==> src/rtl/sprite_pkg.sv <==
// Shared types and constants for the sprite line-refill path.
package sprite_pkg;

  typedef enum logic [1:0] {
    IDLE   = 2'd0,
    SETTLE = 2'd1,
    REQ    = 2'd2,
    STROBE = 2'd3
  } fetch_state_e;

  localparam int H_VISIBLE    = 640;
  localparam int SPRITE_WORDS = 2;

  localparam logic [1:0] DS_WORD0 = 2'b01;
  localparam logic [1:0] DS_WORD1 = 2'b10;

endpackage

==> src/rtl/sprite_fetch_ctrl.sv <==
// Per-line sprite graphics refill sequencer. Walks priority slots during
// HBLANK, reads two graphics words per slot over a req/ack port and hands
// each word to the addressed icon with a one-hot strobe.
// Optional: define SPRITE_FETCH_STATS_EN to add a saturating overrun counter
// (overrun_count) with a synchronous clear input (stats_clr).
module sprite_fetch_ctrl
  import sprite_pkg::*;
#(
  parameter int SLOTS     = 16,
  parameter int START_COL = H_VISIBLE + 8,
  parameter int ABORT_COL = 792,
  parameter int ADDR_WAIT = 2,
  parameter int V_ACTIVE  = 480,
  parameter int V_TOTAL   = 525
) (
  input  logic        clk,
  input  logic        rst_n,
  input  logic [11:0] pix_row,
  input  logic [11:0] pix_col,
  output logic [3:0]  sprite_index,
  input  logic [11:0] sprite_addr,
  output logic [1:0]  sprite_graphics_data_valid,
  output logic [31:0] sprite_graphics_di,
  output logic        mem_req,
  output logic [12:0] mem_addr,
  input  logic        mem_ack,
  input  logic [31:0] mem_rdata,
  output logic        busy,
  output logic        done,
`ifdef SPRITE_FETCH_STATS_EN
  input  logic        stats_clr,
  output logic [15:0] overrun_count,
`endif
  output logic        overrun
);

  fetch_state_e state_q, state_d;
  logic [3:0]   slot_q, slot_d;
  logic         word_sel_q, word_sel_d;
  logic [3:0]   wait_q, wait_d;
  logic [11:0]  addr_q, addr_d;
  logic [31:0]  data_q, data_d;
  logic         abort_q, abort_d;
  logic         done_q, done_d;

  logic row_ok, launch, abort_now, last_word, last_slot;

  // The launch line is the one before the next visible row (incl. wrap from the last row).
  assign row_ok    = (pix_row < 12'(V_ACTIVE - 1)) || (pix_row == 12'(V_TOTAL - 1));
  assign launch    = (state_q == IDLE) && (pix_col == 12'(START_COL)) && row_ok;
  assign abort_now = (state_q != IDLE) && (pix_col == 12'(ABORT_COL));
  assign last_word = (word_sel_q == 1'(SPRITE_WORDS - 1));
  assign last_slot = (slot_q == 4'(SLOTS - 1));

  // All outputs decode straight from state flops; mem_req therefore drops with reset.
  // overrun is raised in the deadline cycle itself so the arbiter sees it at ABORT_COL.
  assign sprite_index               = slot_q;
  assign mem_req                    = (state_q == REQ);
  assign mem_addr                   = {addr_q, word_sel_q};
  assign sprite_graphics_data_valid = (state_q == STROBE) ? (word_sel_q ? DS_WORD1 : DS_WORD0) : 2'b00;
  assign sprite_graphics_di         = data_q;
  assign busy                       = (state_q != IDLE);
  assign done                       = done_q;
  assign overrun                    = abort_now;

  // Next-state logic for the slot/word walk, including deadline abort handling.
  always_comb begin
    state_d    = state_q;
    slot_d     = slot_q;
    word_sel_d = word_sel_q;
    wait_d     = wait_q;
    addr_d     = addr_q;
    data_d     = data_q;
    abort_d    = abort_q;
    done_d     = 1'b0;
    unique case (state_q)
      IDLE: begin
        if (launch) begin
          slot_d  = '0;
          wait_d  = '0;
          state_d = SETTLE;
        end
      end
      SETTLE: begin
        if (abort_now) begin
          state_d = IDLE;
        end else if (wait_q == 4'(ADDR_WAIT - 1)) begin
          addr_d     = sprite_addr;
          word_sel_d = 1'b0;
          state_d    = REQ;
        end else begin
          wait_d = wait_q + 4'd1;
        end
      end
      REQ: begin
        // A request is never withdrawn; an abort only marks the data for discard.
        if (abort_now) abort_d = 1'b1;
        if (mem_ack) begin
          if (abort_now || abort_q) begin
            abort_d = 1'b0;
            state_d = IDLE;
          end else begin
            data_d  = mem_rdata;
            state_d = STROBE;
          end
        end
      end
      STROBE: begin
        if (abort_now) begin
          state_d = IDLE;
        end else if (!last_word) begin
          word_sel_d = 1'b1;
          state_d    = REQ;
        end else if (last_slot) begin
          done_d  = 1'b1;
          state_d = IDLE;
        end else begin
          slot_d  = slot_q + 4'd1;
          wait_d  = '0;
          state_d = SETTLE;
        end
      end
      default: state_d = IDLE;
    endcase
  end

  // Fetch FSM and datapath registers.
  always_ff @(posedge clk or negedge rst_n) begin
    if (!rst_n) begin
      state_q    <= IDLE;
      slot_q     <= '0;
      word_sel_q <= 1'b0;
      wait_q     <= '0;
      addr_q     <= '0;
      data_q     <= '0;
      abort_q    <= 1'b0;
      done_q     <= 1'b0;
    end else begin
      state_q    <= state_d;
      slot_q     <= slot_d;
      word_sel_q <= word_sel_d;
      wait_q     <= wait_d;
      addr_q     <= addr_d;
      data_q     <= data_d;
      abort_q    <= abort_d;
      done_q     <= done_d;
    end
  end

`ifdef SPRITE_FETCH_STATS_EN
  logic [15:0] overrun_count_q, overrun_count_d;

  // Saturating overrun counter; clear wins over a coincident increment.
  always_comb begin
    overrun_count_d = overrun_count_q;
    if (stats_clr)
      overrun_count_d = '0;
    else if (overrun && (overrun_count_q != 16'hFFFF))
      overrun_count_d = overrun_count_q + 16'd1;
  end

  // Overrun counter register.
  always_ff @(posedge clk or negedge rst_n) begin
    if (!rst_n) overrun_count_q <= '0;
    else        overrun_count_q <= overrun_count_d;
  end

  assign overrun_count = overrun_count_q;
`endif

endmodule

==> config.mk <==
export PLATFORM = sky130hd
export DESIGN_NAME = sprite_fetch_ctrl
export DESIGN_NICKNAME = d
export VERILOG_FILES = /design/src/rtl/sprite_pkg.sv /design/src/rtl/sprite_fetch_ctrl.sv
export SDC_FILE = /design/constraint.sdc
export NUM_CORES = 1
export LEC_CHECK = 0
export ABC_CLOCK_PERIOD_IN_PS = 3570
export CAP_MARGIN = 20
export CORE_MARGIN = 8
export CORE_UTILIZATION = 29
export CTS_BUF_LIST = sky130_fd_sc_hd__clkbuf_16
export DETAILED_ROUTE_END_ITERATION = 8
export PLACE_DENSITY = 0.6
export REMOVE_ABC_BUFFERS = 1
export SETUP_SLACK_MARGIN = 0.5
export SYNTH_ARGS = -nofsm -noshare
export SYNTH_HDL_FRONTEND = slang
export SYNTH_SLANG_ARGS = --single-unit
export TNS_END_PERCENT = 5
==> constraint.sdc <==
create_clock -name clk -period 3.57 [get_ports clk]
set_input_delay 0.714 -clock clk [delete_from_list [all_inputs] [get_ports clk]]
set_output_delay 0.714 -clock clk [all_outputs]
set_load 0.05 [all_outputs]
Word-level counts from Yosys, hierarchy flattened
Index checks and enable logic that the tools add are counted.
{"block": "word_totals", "reg_bits": 57, "in_bits": 71, "word_cells": 79}
{"block": "classes", "n_addsub": 2, "order_cmp": 1, "eq_ne": 17, "n_mux": 33, "bitwise": 2, "n_reduce_logical": 16}
{"operator": "$eq A12 B10 Y1 const B", "n": 3}
{"operator": "$mux W4", "n": 9}
{"operator": "$mux W2", "n": 9}
{"operator": "$ne A2 B2 Y1 const B", "n": 7}
{"operator": "$lt A12 B9 Y1 const B", "n": 1}
{"operator": "$pmux W4 S3", "n": 1}
{"operator": "$mux W1", "n": 11}
{"operator": "$reduce_and A3 Y1", "n": 3}
{"operator": "$add A4 B1 Y4 const B", "n": 2}
{"operator": "$pmux W2 S4", "n": 1}
{"operator": "$pmux W4 S2", "n": 1}
{"operator": "$reduce_and A7 Y1", "n": 1}
{"operator": "$reduce_bool A2 Y1", "n": 3}
{"operator": "$reduce_and A5 Y1", "n": 1}
{"operator": "$eq A2 B2 Y1 const B", "n": 2}
{"operator": "$eq A4 B1 Y1 const B", "n": 1}
{"operator": "$eq A4 B4 Y1 const B", "n": 1}
{"operator": "$reduce_and A4 Y1", "n": 1}
{"operator": "$logic_and A1 B1 Y1", "n": 3}
{"operator": "$ne A3 B3 Y1 const B", "n": 1}
{"operator": "$reduce_bool A3 Y1", "n": 1}
{"operator": "$eq A2 B1 Y1 const B", "n": 1}
{"operator": "$logic_not A2 Y1", "n": 1}
{"operator": "$logic_or A1 B1 Y1", "n": 2}
{"operator": "other kinds (3)", "n": 4}

Longest topological paths before layout
Gate-level depths: netlist of run 1.
{"block": "depth", "ltp_word": 6, "depth_mapped": 8, "mapped_depth_nobuf": 8}

Least setup slack after synthesis of run 1
No wires, ideal clock.
{"block": "synth_path", "path_kind": "reg-to-output", "startpoint": "reg state_q[1]", "endpoint": "out sprite_graphics_data_valid[0]", "arrival_ns": 1.605, "required_ns": 2.856, "path_slack_ns": 1.251, "stages_incl_launch_ff": 4, "n_path_buf": 1, "cell_sequence": "dfrtp_1 -> ha_1 -> clkbuf_1 -> nor2b_1"}
{"block": "synth_via", "elab_chain_cells": 2}
{"element": "from (decl)", "line": "sprite_fetch_ctrl.sv:37", "rtl": "fetch_state_e state_q, state_d;"}
{"element": "from (signal assigned)", "line": "sprite_fetch_ctrl.sv:139", "rtl": "state_q <= state_d;"}
{"element": "$eq A2 B2 Y1", "line": "sprite_fetch_ctrl.sv:60", "rtl": "assign sprite_graphics_data_valid = (state_q == STROBE) ? (word_sel_q ? DS_WORD1 : DS_WORD0) : 2'b00;"}
{"element": "$mux W2", "line": "sprite_fetch_ctrl.sv:60"}
{"element": "to (decl)", "line": "sprite_fetch_ctrl.sv:22", "rtl": "output logic [1:0] sprite_graphics_data_valid,"}
Every way passes these cells.

Final worst setup path of run 1
Ends and elaborated chain as after synthesis.

==> impl_results.rst, run 1 <==
.. list-table::
   :header-rows: 1

   * - Metric
     - Value
   * - Critical Path End Type
     - output port
   * - Detailed-placement wirelength estimate
     - between 5000 and 6000 um
   * - Sequential fraction of design power
     - 0.242
   * - Setup WS pre-CTS
     - around 0.52 ns
   * - Std-Cell Rows
     - 36
   * - Mean post-synth cell area
     - 14.01 sq um
   * - Summed instance area of the synthesized netlist
     - 2830 sq um
   * - Synthesis-to-layout area growth
     - 58.80%
   * - Async S/R FF share, synth
     - 1.000
   * - Internal Power
     - about 2600 uW
   * - Core area
     - a little under 10000 sq um
   * - Hold path startpoint
     - addr_q[11]
   * - Count of antenna diodes in the layout
     - 0
   * - Number of register bits inferred by synthesis
     - 57
   * - Cell at the root of the clock tree
     - sky130_fd_sc_hd__clkbuf_16
   * - Total iterations of the first detailed-routing run
     - 4
   * - Number of instances resized during post-cts repair
     - 0
   * - IR Drop Worst-Case VDD
     - between 0.4 and 0.5 mV
   * - First element of the critical path
     - state_q[1]
   * - RePlAce Congestion
     - around 0.79
   * - Synthesized-area fraction occupied by xor and xnor cells
     - 0
   * - Standby leakage power
     - 0.001939 uW
   * - Synth Area in Simple Gates
     - 0.1357
   * - Number of buffers created by CTS
     - 9
   * - Placed Cells incl. Taps
     - ~450
   * - CTS Sinks
     - 57
   * - Mux cell area share after synthesis
     - 0.2263
   * - I/O pin count
     - 126
   * - Period utilisation layout
     - 0.8180
   * - Total via count after detailed routing
     - between 2000 and 2500
   * - Synth area leader
     - sky130_fd_sc_hd__dfrtp_1
   * - Filler cell count
     - ~910
   * - Number of flops mapped to enable cells by yosys
     - 0
   * - Final critical-path setup slack
     - 0.6498 ns
   * - Overall global routing resource usage
     - 0.1119
   * - Reg-to-reg critical path startpoint
     - state_q[0]
   * - WS Path Type
     - flip-flop to output port
   * - Synth top area cells
     - sky130_fd_sc_hd__dfrtp_1 (50%), sky130_fd_sc_hd__mux2_4 (16%), sky130_fd_sc_hd__mux2_1 (6.0%)
   * - Antenna viol nets, final
     - 0
   * - Power Total
     - between 4000 and 5000 uW
   * - Area fraction of the dominant cell type after synthesis
     - 0.5040
   * - Share of total power in combinational logic
     - 0.569
   * - Worst-margin pin slew
     - roughly 1 ns
   * - Switching share of total power
     - 0.4391
   * - Area of the die
     - 13180 sq um
   * - Final cell utilization of the core
     - 0.4663
   * - Share of synthesized area occupied by flip-flops and latches
     - 0.5040
   * - Largest net degree at the start of global routing
     - 40
   * - First-pass GRT wire length
     - roughly 12000 um
   * - Min-delay worst type
     - flip-flop to flip-flop
   * - Post-CTS setup buffer count
     - 0
   * - P_sw
     - ~2000 uW
   * - Max-cap violations
     - 0
   * - CTS tree
     - done
   * - Count of hold buffers inserted by post-cts repair
     - 0
   * - Post-route clock skew
     - 0.004181 ns
   * - Post-synthesis share of cell area spent on full adders, half adders and majority gates
     - 0.03537
   * - Synth unique cells
     - 43
   * - Average via count per standard cell
     - 4.439
   * - Maximum achievable frequency
     - approximately 0.34 GHz
   * - Die Ht
     - ~110 um
   * - Setup repair after global routing missed its margin
     - no
   * - Synth warn
     - 0
   * - Clock Latency Late Sink
     - about 0.32 ns
   * - Chip width
     - between 100 and 150 um
   * - Final routed wire length divided by cell count
     - 15.47 um
   * - Post-synth top flop
     - sky130_fd_sc_hd__dfrtp_1
   * - CP startpoint kind
     - flip-flop
   * - Nets
     - a little over 400
   * - Leftover overflow at the end of global routing
     - 0
   * - Via count of the first global-routing pass
     - between 2000 and 2500
   * - Initial Util
     - 0.2936
   * - Reg area
     - roughly 1400 sq um
   * - Fraction of layout cells with a size suffix above 1
     - 0.1766
   * - Final Hold Viols
     - 0
   * - Post-route DRC
     - 0
   * - Multi-input combinational cell area
     - between 1000 and 1500 sq um
   * - Setup violation total in the final timing report
     - 0
   * - Critical path cell sequence
     - ha_1, nor2b_1, clkdlybuf4s50_1
   * - Worst path buffer plus inverter count
     - 1
   * - Worst max-slew margin expressed relative to the limit
     - 0.3196
   * - Clock transition at the registers of the reported paths
     - roughly 0.05 ns
   * - Summed negative setup slack over all endpoints
     - 0 ns
   * - Cell family with most CP delay
     - buffers and inverters
   * - Fraction of the mapped netlist area in compound gates
     - 0.06366
   * - Arrival time reported for the critical path endpoint
     - 2.21 ns
   * - Final Non-Filler Cells
     - between 400 and 500
   * - Fin crit period
     - roughly 3 ns
   * - Buffer levels on the longest clock path
     - 2
   * - Combinational family with the most area after synthesis
     - multiplexers
   * - Required time at the endpoint of the critical path
     - about 2.9 ns
   * - Cell at the slowest stage of the critical path
     - sky130_fd_sc_hd__clkdlybuf4s50_1
   * - Initial drt markers
     - 94
   * - Power Density
     - around 1000 nW/um^2
   * - Mapped Cells
     - around 200
   * - Level count of the clock H-tree
     - 3
   * - Final Slew Violations
     - 0
   * - Result of the run
     - finished, final reports clean
   * - Max stage delay on crit path
     - between 0.8 and 0.9 ns
   * - Number of buffer cells added on primary ports
     - approximately 130
   * - Post-Route WL
     - around 7200 um
   * - Share of total power in the clock network
     - 0.190
   * - Largest fanout on the critical path
     - 11
   * - Initial antenna violation count
     - 0
## worst paths after layout
path | endpoint | slack (ns) | cells past startpoint
worst max-delay path | sprite_graphics_data_valid[0] | 0.65 | 3
worst min-delay path | addr_q[11] | 0.48 | 1
worst max register to register | sprite_graphics_di[31] | 0.91 | 6
worst min register to register | addr_q[11] | 0.48 | 1
max in group asynchronous | sprite_index[0] | 2.26 | 2
min in group asynchronous | sprite_graphics_di[20] | 0.51 | 1
## cell families (layout without fill, tap and decap cells)
| kind of cell | after synthesis | after routing |
|---|---|---|
| simple gates | 55 | 55 |
| fa+ha+maj | 8 | 8 |
| buf+inv | 15 | 147 |
| flops | 57 | 57 |
| mux | 47 | 47 |
| compound gates | 20 | 20 |
## per-stage QoR
step	area, sq um	hold WS, ns
2_1_floorplan	2754	0.4184
3_3_place_gp	4185	0.4663
3_5_place_dp	4185	0.4760
4_1_cts	4494	0.4878
5_1_grt	4494	0.5036
6_report	4494	0.4826
## area by class of cell
type,instances,area share
inverters,6,0.005011
flip-flops and latches,57,0.3174
repair buffers,126,0.2812
clock buffers,9,0.05011
well taps,133,0.03703
clock inverters,6,0.01865
multi-input cells,130,0.2906
## placed cells by master (no fill, tap or decap), drive strengths merged, types with 2 or more instances in the layout
| cell type | count |
|---|---|
| a21oi | 5 |
| a221o | 5 |
| a22o | 2 |
| and2 | 2 |
| and3 | 8 |
| and3b | 2 |
| buf | 3 |
| bufinv | 2 |
| clkbuf | 9 |
| clkdlybuf4s50 | 123 |
| clkinv | 4 |
| dfrtp | 57 |
| ha | 8 |
| inv | 6 |
| mux2 | 46 |
| nand2 | 4 |
| nand2b | 3 |
| nand3 | 6 |
| nand4 | 4 |
| nor2 | 6 |
| nor2b | 4 |
| nor3 | 4 |
| nor3b | 5 |
| nor4b | 2 |
## cells in the mapped netlist, drive strengths merged, types with 2 or more instances
library cell   n
nand3          6
nor4b          2
nand2b         3
nand4          4
ha             8
and2           2
nor2           6
inv            6
a21oi          5
and3           8
nor3b          5
clkbuf         2
nand2          4
mux2          46
a221o          5
nor2b          4
nor3           4
and3b          2
buf            7
dfrtp         57
a22o           2
## power by group through the flow
| stage | Clock (uW) | Sequential [uW] | Combinational, uW |
|---|---|---|---|
| floorplan | 0 | 2080 | 880 |
| global placement | 0 | 1150 | 2660 |
| finish | 890 | 1130 | 2670 |
| CTS | 920 | 1140 | 2700 |
| global route | 960 | 1180 | 2810 |
| detailed placement | 0 | 1140 | 2690 |
## routing by layer
| metal | vias up | share of wire | track usage |
|---|---|---|---|
| met5 | - | 0 | 0 |
| met4 | 0 | 0.0064 | 0.02539 |
| met3 | 7 | 0.080 | 0.04884 |
| met2 | 74 | 0.46 | 0.1725 |
| met1 | 987 | 0.45 | 0.1416 |
| li1 | 1005 | - | - |
## worst reg2reg max path, delay by kind of cell, from the launching register on
kind	cells	cell delay, ns
muxes	1	0.41
buffers and inverters	1	0.14
DFF	1	0.40
and+or+nand+nor	3	1.20
adders and majority gates	1	0.41
## registers in the layout, indices dropped and copies added, names as in the netlist
register            flops
state_q                 2
wait_q                  4
abort_q                 1
sprite_index            4
last_word               1
sprite_graphics_di     32
addr_q                 12
done                    1
Note: power is estimated with default switching activity, not from simulation.
==> inputs of run 2 (changes only) <==
Settings changed: ABC_CLOCK_PERIOD_IN_PS 3570 to 2870.
Clock period 3.57 ns to 2.87 ns, I/O delays scaled along.
==> run 2 against run 1 <==
- combinational power grew 25%
- clock skew grew 0.0026 ns
- cell area grew 1.9%
- die area is the same
- non-clock buffer count grew 7
- power grew 25%
- sequential power grew 26%
- clock power grew 25%
- first-iteration DRC count shrank 9.6%
- wire length grew 2.9%
==> impl_results.rst, run 2 (synthesis gave the netlist of run 1 again) <==
.. list-table::
   :header-rows: 1

   * - Metric
     - Value
   * - Final Hold Viols
     - 0 (unchanged)
   * - Final critical-path setup slack
     - 0.3931 ns (-0.2566 ns)
   * - Required time at the endpoint of the critical path
     - 2.30 ns (-0.56 ns)
   * - Buffer levels on the longest clock path
     - 2 (unchanged)
   * - Critical Path End Type
     - output port
   * - Result of the run
     - finished, final reports clean
   * - Setup violation total in the final timing report
     - 0 (unchanged)
   * - Setup repair after global routing missed its margin
     - yes
   * - Level count of the clock H-tree
     - 3 (unchanged)
   * - Cell at the root of the clock tree
     - sky130_fd_sc_hd__clkbuf_16
   * - Period utilisation layout
     - 0.8630
   * - Flip-flop count of the largest register after layout
     - 32 (unchanged)
   * - Instance area at placement
     - 4220 sq um (+0.84%)
   * - Share of total power in the clock network
     - 0.189 (about the same)
   * - Total iterations of the first detailed-routing run
     - 4 (unchanged)
   * - Sequential fraction of design power
     - 0.241 (about the same)
   * - IR Drop Worst-Case VDD
     - 0.5422 mV (+30%)
   * - Number of buffers created by CTS
     - 9 (unchanged)
   * - Clock Latency Late Sink
     - 0.32 ns (about the same)
   * - Clock transition at the registers of the reported paths
     - 0.05 ns (about the same)
   * - P_sw
     - 2584 uW (+26%)
   * - Std-Cell Rows
     - 36 (unchanged)
   * - First element of the critical path
     - state_q[1]
   * - Via count of the first global-routing pass
     - 2217 (-1.1%)
   * - Initial Util
     - 0.2936 (unchanged)
   * - Switching share of total power
     - 0.4404 (+0.001335)
   * - Min-delay worst type
     - input port to async pin
   * - Critical path cell sequence
     - ha_1, and2_1, clkdlybuf4s50_1
   * - Worst-margin pin slew
     - 0.6502 ns (-0.3704 ns)
   * - Detailed-placement wirelength estimate
     - 5609 um (+1.7%)
   * - Cell at the slowest stage of the critical path
     - sky130_fd_sc_hd__clkdlybuf4s50_1
   * - Post-route clock skew
     - 0.006828 ns (+0.002646 ns)
   * - RR Endpoint
     - sprite_graphics_di[30]
   * - Setup WS pre-CTS
     - 0.1939 ns (-0.3232 ns)
   * - Fin crit period
     - approximately 2.5 ns
   * - Summed negative setup slack over all endpoints
     - 0 ns (unchanged)
   * - Core area
     - 9639 sq um (unchanged)
   * - Standby leakage power
     - 0.002006 uW (+3.5%)
   * - Antenna viol nets, final
     - 0 (unchanged)
   * - Internal Power
     - 3283 uW (+25%)
   * - Die Ht
     - 114.8 um (unchanged)
   * - Count of antenna diodes in the layout
     - 0 (unchanged)
   * - Max-cap violations
     - 0 (unchanged)
   * - Post-route DRC
     - 0 (unchanged)
   * - Final routed wire length divided by cell count
     - 15.69 um (+1.4%)
   * - Largest fanout on the critical path
     - 4 (-7)
   * - Largest net degree at the start of global routing
     - 33 (-18%)
   * - Fraction of layout cells with a size suffix above 1
     - 0.1965 (+0.01983)
   * - Worst max-slew margin expressed relative to the limit
     - 0.5656 (+0.2460)
   * - Post-Layout Inst Area
     - 4579 sq um (+1.9%)
   * - Commonest non-fill, non-tap cells in the layout
     - sky130_fd_sc_hd__clkdlybuf4s50_1 (120), sky130_fd_sc_hd__dfrtp_1 (57), sky130_fd_sc_hd__mux2_4 (30)
   * - Worst reg2reg path depth
     - 8 (+2)
   * - Initial drt markers
     - 85 (-9.6%)
   * - Leftover overflow at the end of global routing
     - 0 (unchanged)
   * - Total number of cells along the worst setup path
     - 3 (unchanged)
   * - CP startpoint kind
     - flip-flop
   * - CTS tree
     - done
   * - Slack of the worst reg-to-reg path
     - 0.49 ns (-0.42 ns)
   * - Reg-to-reg critical path startpoint
     - state_q[0]
   * - Synthesis-to-layout area growth
     - 61.80%
   * - Overall global routing resource usage
     - 0.1142 (+0.002273)
   * - Final cell utilization of the core
     - 0.4751 (+0.008827)
   * - Maximum achievable frequency
     - ~0.4 GHz
   * - Worst path buffer plus inverter count
     - 1 (unchanged)
   * - Post-Route WL
     - 7436 um (+2.9%)
   * - Area of the die
     - 13180 sq um (unchanged)
   * - Filler cell count
     - 915 (+0.11%)
   * - Number of buffer cells added on primary ports
     - 125 (unchanged)
   * - Cell family with most CP delay
     - buffers and inverters
   * - Average via count per standard cell
     - 4.504 (+1.5%)
   * - Final Slew Violations
     - 0 (unchanged)
   * - Initial antenna violation count
     - 0 (unchanged)
   * - Final worst hold slack
     - 0.2284 ns (-0.2542 ns)
   * - Max stage delay on crit path
     - 0.83 ns (about the same)
   * - Count of hold buffers inserted by post-cts repair
     - 0 (unchanged)
   * - First-pass GRT wire length
     - 11670 um (+0.41%)
   * - WS Path Type
     - flip-flop to output port
   * - RePlAce Congestion
     - 0.7821 (-1.1%)
   * - Most common cell after layout, fill and taps aside
     - sky130_fd_sc_hd__clkdlybuf4s50_1
   * - Total via count after detailed routing
     - 2135 (+3.0%)
   * - Share of total power in combinational logic
     - 0.570 (about the same)
   * - Power Density
     - 1281 nW/um^2 (+23%)
   * - Chip width
     - 114.8 um (unchanged)
   * - I/O pin count
     - 126 (unchanged)
   * - Nets
     - 416 (+1.7%)
   * - Arrival time reported for the critical path endpoint
     - 1.90 ns (-0.31 ns)
   * - Worst setup path endpoint
     - sprite_graphics_data_valid[1]
   * - CTS Sinks
     - 57 (unchanged)
-- run 2: cell count changes in the layout (fill, tap and decap cells not counted), sizes merged --
cell,change
dlygate4sd2,+1
clkdlybuf4s50,-3
dlymetal6s2s,+2
buf,+7
-- run 2: what timing repair did --
action	4_1_cts	5_1_grt
gates resized for setup	3	4
pin swaps	0	1
setup buffers	0	4
endpoints found under the setup margin	46	57
gates cloned	0	0
-- run 2: layout make-up --
type	count	area, sq um	area share
timing repair buffer	133	1333	0.2910
inverter	6	27.53	0.006011
clock buffer	9	225.2	0.04918
sequential	57	1426	0.3115
multi-input combinational	130	1318	0.2877
tap	133	166.4	0.03634
clock inverter	6	83.83	0.01831
-- run 2: worst min path at each step --
stage / endpoint / slack (ns) / start / cells after the start
after floorplan: abort_q / 0.28 / rst_n / 0
after global placement: addr_q[6] / 0.47 / addr_q[6] / 1
after detailed placement: sprite_graphics_di[31] / 0.47 / sprite_graphics_di[31] / 1
after CTS: sprite_graphics_di[3] / 0.24 / rst_n / 1
after global routing: sprite_graphics_di[2] / 0.27 / rst_n / 1
final: sprite_graphics_di[3] / 0.23 / rst_n / 1
-- run 2: worst register-to-register path, delay by kind of cell (launching register included) --
| family | cells | cell delay, ns |
|---|---|---|
| AND/OR/NAND/NOR | 3 | 0.76 |
| flip-flops | 1 | 0.37 |
| buffers and inverters | 3 | 0.48 |
| adder cells (fa/ha/maj) | 1 | 0.27 |
| multiplexers | 1 | 0.38 |
-- run 2: layer usage --
metal / wire length (um) / global-route usage / part of all wire / vias to the layer above
li1: - / - / - / 1019
met1: 3414 / 0.1401 / 0.46 / 1038
met2: 3382 / 0.1788 / 0.45 / 73
met3: 579 / 0.04674 / 0.078 / 5
met4: 59 / 0.03678 / 0.0079 / 0
met5: 0 / 0 / 0 / -
-- run 2: metrics by stage --
step | cells | power [uW]
final | 474 | 5867
after global routing | 474 | 6170
after CTS | 470 | 5941
after detailed placement | 455 | 4790
after global placement | 455 | 4753
after floorplan | 193 | 3684
-- run 2: power by group through the flow --
| stage | registers (uW) | logic (uW) | clock network, uW |
|---|---|---|---|
| 6_report | 1420 | 3340 | 1110 |
| 5_1_grt | 1460 | 3520 | 1190 |
| 4_1_cts | 1420 | 3370 | 1150 |
| 3_5_place_dp | 1420 | 3370 | 0 |
| 3_3_place_gp | 1410 | 3340 | 0 |
| 2_1_floorplan | 2590 | 1090 | 0 |
==> inputs of run 3 (changes only) <==
Settings changed: RECOVER_POWER from default to 25.
==> run 3 against run 2 <==
- non-clock buffer count unchanged
- clock skew about the same
- first-iteration DRC count unchanged
- highest routed layer unchanged
==> impl_results.rst, run 3 (synthesis gave the netlist of run 1 again) <==
.. list-table::
   :header-rows: 1

   * - Metric
     - Value
   * - Result of the run
     - finished, final reports clean
   * - Die Ht
     - 114.8 um (unchanged)
   * - Worst max-slew margin expressed relative to the limit
     - 0.1673 (-0.3983)
   * - Final Hold Viols
     - 0 (unchanged)
   * - RePlAce Congestion
     - 0.7821 (unchanged)
   * - Largest net degree at the start of global routing
     - 33 (unchanged)
   * - Clock transition at the registers of the reported paths
     - 0.05 ns (about the same)
   * - Count of antenna diodes in the layout
     - 0 (unchanged)
   * - Final routed wire length divided by cell count
     - 15.66 um (-0.19%)
   * - Standby leakage power
     - 0.001996 uW (-0.50%)
   * - Via count of the first global-routing pass
     - 2217 (unchanged)
   * - Nets
     - 416 (unchanged)
   * - WS Path Type
     - flip-flop to output port
   * - CTS tree
     - done
   * - Largest fanout on the critical path
     - 4 (unchanged)
   * - Placed Cells incl. Taps
     - 455 (unchanged)
   * - Cell at the slowest stage of the critical path
     - sky130_fd_sc_hd__clkdlybuf4s50_1
   * - CTS Sinks
     - 57 (unchanged)
   * - Arrival time reported for the critical path endpoint
     - 1.90 ns (about the same)
   * - First-pass GRT wire length
     - 11670 um (unchanged)
   * - Core area
     - 9639 sq um (unchanged)
   * - Max stage delay on crit path
     - 0.83 ns (about the same)
   * - Final cell utilization of the core
     - 0.4742 (-0.0009090)
   * - RR Endpoint
     - sprite_graphics_di[30]
   * - Area of the die
     - 13180 sq um (unchanged)
   * - Worst hold path stage count
     - 1
   * - Worst-margin pin slew
     - 1.249 ns (+0.5988 ns)
   * - Overall global routing resource usage
     - 0.1142 (unchanged)
   * - Fraction of layout cells with a size suffix above 1
     - 0.1877 (-0.008798)
   * - Reg-to-reg critical path startpoint
     - state_q[0]
   * - Required time at the endpoint of the critical path
     - 2.30 ns (about the same)
   * - Maximum achievable frequency
     - 0.4038 GHz (about the same)
   * - Setup violation total in the final timing report
     - 0 (unchanged)
   * - Post-route DRC
     - 0 (unchanged)
   * - Min-delay worst type
     - flip-flop to flip-flop
   * - Flip-flop count of the largest register after layout
     - 32 (unchanged)
   * - Commonest non-fill, non-tap cells in the layout
     - sky130_fd_sc_hd__clkdlybuf4s50_1 (120), sky130_fd_sc_hd__dfrtp_1 (57), sky130_fd_sc_hd__mux2_4 (30)
   * - Synthesis-to-layout area growth
     - 61.49%
   * - Critical Path End Type
     - output port
   * - Initial antenna violation count
     - 0 (unchanged)
   * - Detailed-placement wirelength estimate
     - 5609 um (unchanged)
   * - Final critical-path setup slack
     - 0.3933 ns (+0.0001430 ns)
   * - Period utilisation layout
     - 0.8630 (about the same)
   * - Max-cap violations
     - 0 (unchanged)
   * - Total iterations of the first detailed-routing run
     - 4 (unchanged)
   * - Level count of the clock H-tree
     - 3 (unchanged)
   * - Final Slew Violations
     - 0 (unchanged)
   * - Initial Util
     - 0.2936 (unchanged)
   * - Cell family with most CP delay
     - buffers and inverters
   * - Hold EP
     - addr_q[6]
   * - Final Non-Filler Cells
     - 474 (unchanged)
   * - Number of buffers created by CTS
     - 9 (unchanged)
   * - Std-Cell Rows
     - 36 (unchanged)
   * - Initial drt markers
     - 85 (unchanged)
   * - Setup repair after global routing missed its margin
     - yes
   * - Critical path cell sequence
     - ha_1, and2_1, clkdlybuf4s50_1
   * - Clock Latency Late Sink
     - 0.32 ns (about the same)
   * - Average via count per standard cell
     - 4.500 (about the same)
   * - Antenna viol nets, final
     - 0 (unchanged)
   * - IR Drop Worst-Case VDD
     - 0.5422 mV (about the same)
   * - Buffer levels on the longest clock path
     - 2 (unchanged)
   * - CP startpoint kind
     - flip-flop
   * - Number of buffer cells added on primary ports
     - 125 (unchanged)
   * - Worst reg2reg path depth
     - 8 (unchanged)
   * - I/O pin count
     - 126 (unchanged)
   * - Post-Route WL
     - 7422 um (-0.19%)
   * - Post-route clock skew
     - 0.006693 ns (-0.0001346 ns)
   * - Worst path buffer plus inverter count
     - 1 (unchanged)
   * - Most common cell after layout, fill and taps aside
     - sky130_fd_sc_hd__clkdlybuf4s50_1
   * - Cell at the root of the clock tree
     - sky130_fd_sc_hd__clkbuf_16
   * - Total via count after detailed routing
     - 2133 (-0.094%)
   * - Leftover overflow at the end of global routing
     - 0 (unchanged)
   * - Final worst hold slack
     - 0.4825 ns (+0.2541 ns)
   * - Chip width
     - 114.8 um (unchanged)
   * - Power Density
     - 1283 nW/um^2 (+0.12%)
   * - Slack of the worst reg-to-reg path
     - 0.49 ns (about the same)
   * - Setup WS pre-CTS
     - 0.1939 ns (unchanged)
   * - Fin crit period
     - 2.477 ns (-0.0001430 ns)
   * - Summed negative setup slack over all endpoints
     - 0 ns (unchanged)
   * - Hold path startpoint
     - addr_q[6]
[run 3: cell types whose count changed in the layout (fill, tap and decap cells not counted), sizes merged]
cell	change
clkbuf	+3
buf	-3
[run 3: worst max-delay path by stage]
| stage | cells after the start | slack (ns) | endpoint | startpoint |
|---|---|---|---|---|
| after floorplan | 5 | -0.16 | sprite_graphics_di[30] | state_q[0] |
| after global placement | 6 | 0.24 | sprite_index[2] | pix_col[5] |
| after detailed placement | 6 | 0.19 | sprite_index[3] | pix_col[5] |
| after CTS | 6 | 0.24 | overrun | state_q[0] |
| after global routing | 6 | 0.27 | overrun | state_q[0] |
| final | 3 | 0.39 | sprite_graphics_data_valid[1] | state_q[1] |
[run 3: power by group]
group / internal (uW) / switching [uW] / leakage (uW) / total (uW)
clock: 750 / 359 / 0.000155 / 1110
sequential: 1180 / 230 / 0.000694 / 1410
combinational: 1350 / 1990 / 0.00115 / 3340
total: 3280 / 2580 / 0.00200 / 5860
[run 3: cell type report]
cell class,count,area [sq um]
clock buffer,9,225.2
clock inverter,6,83.83
fill,920,5069
inverter,6,27.53
multi-input combinational,130,1318
sequential,57,1426
tap,133,166.4
timing repair buffer,133,1324
[run 3: layer usage]
| layer | up-vias | share of wire | global-route usage |
|---|---|---|---|
| met5 | - | 0 | 0 |
| met4 | 0 | 0.0079 | 0.03678 |
| met3 | 5 | 0.079 | 0.04674 |
| met2 | 73 | 0.46 | 0.1788 |
| met1 | 1037 | 0.46 | 0.1401 |
| li1 | 1018 | - | - |
[run 3: what timing repair did]
action                     in CTS  in global routing
pin swaps                       0                  1
resized for setup               3                  4
hold buffers                    0                  0
setup endpoints to repair      46                 57
buffers inserted                0                  4
[run 3: metrics by stage]
step / area (sq um) / total power (uW)
2_1_floorplan: 2754 / 3684
4_1_cts: 4539 / 5941
6_report: 4571 / 5863
5_1_grt: 4571 / 6168
3_3_place_gp: 4220 / 4753
3_5_place_dp: 4220 / 4790
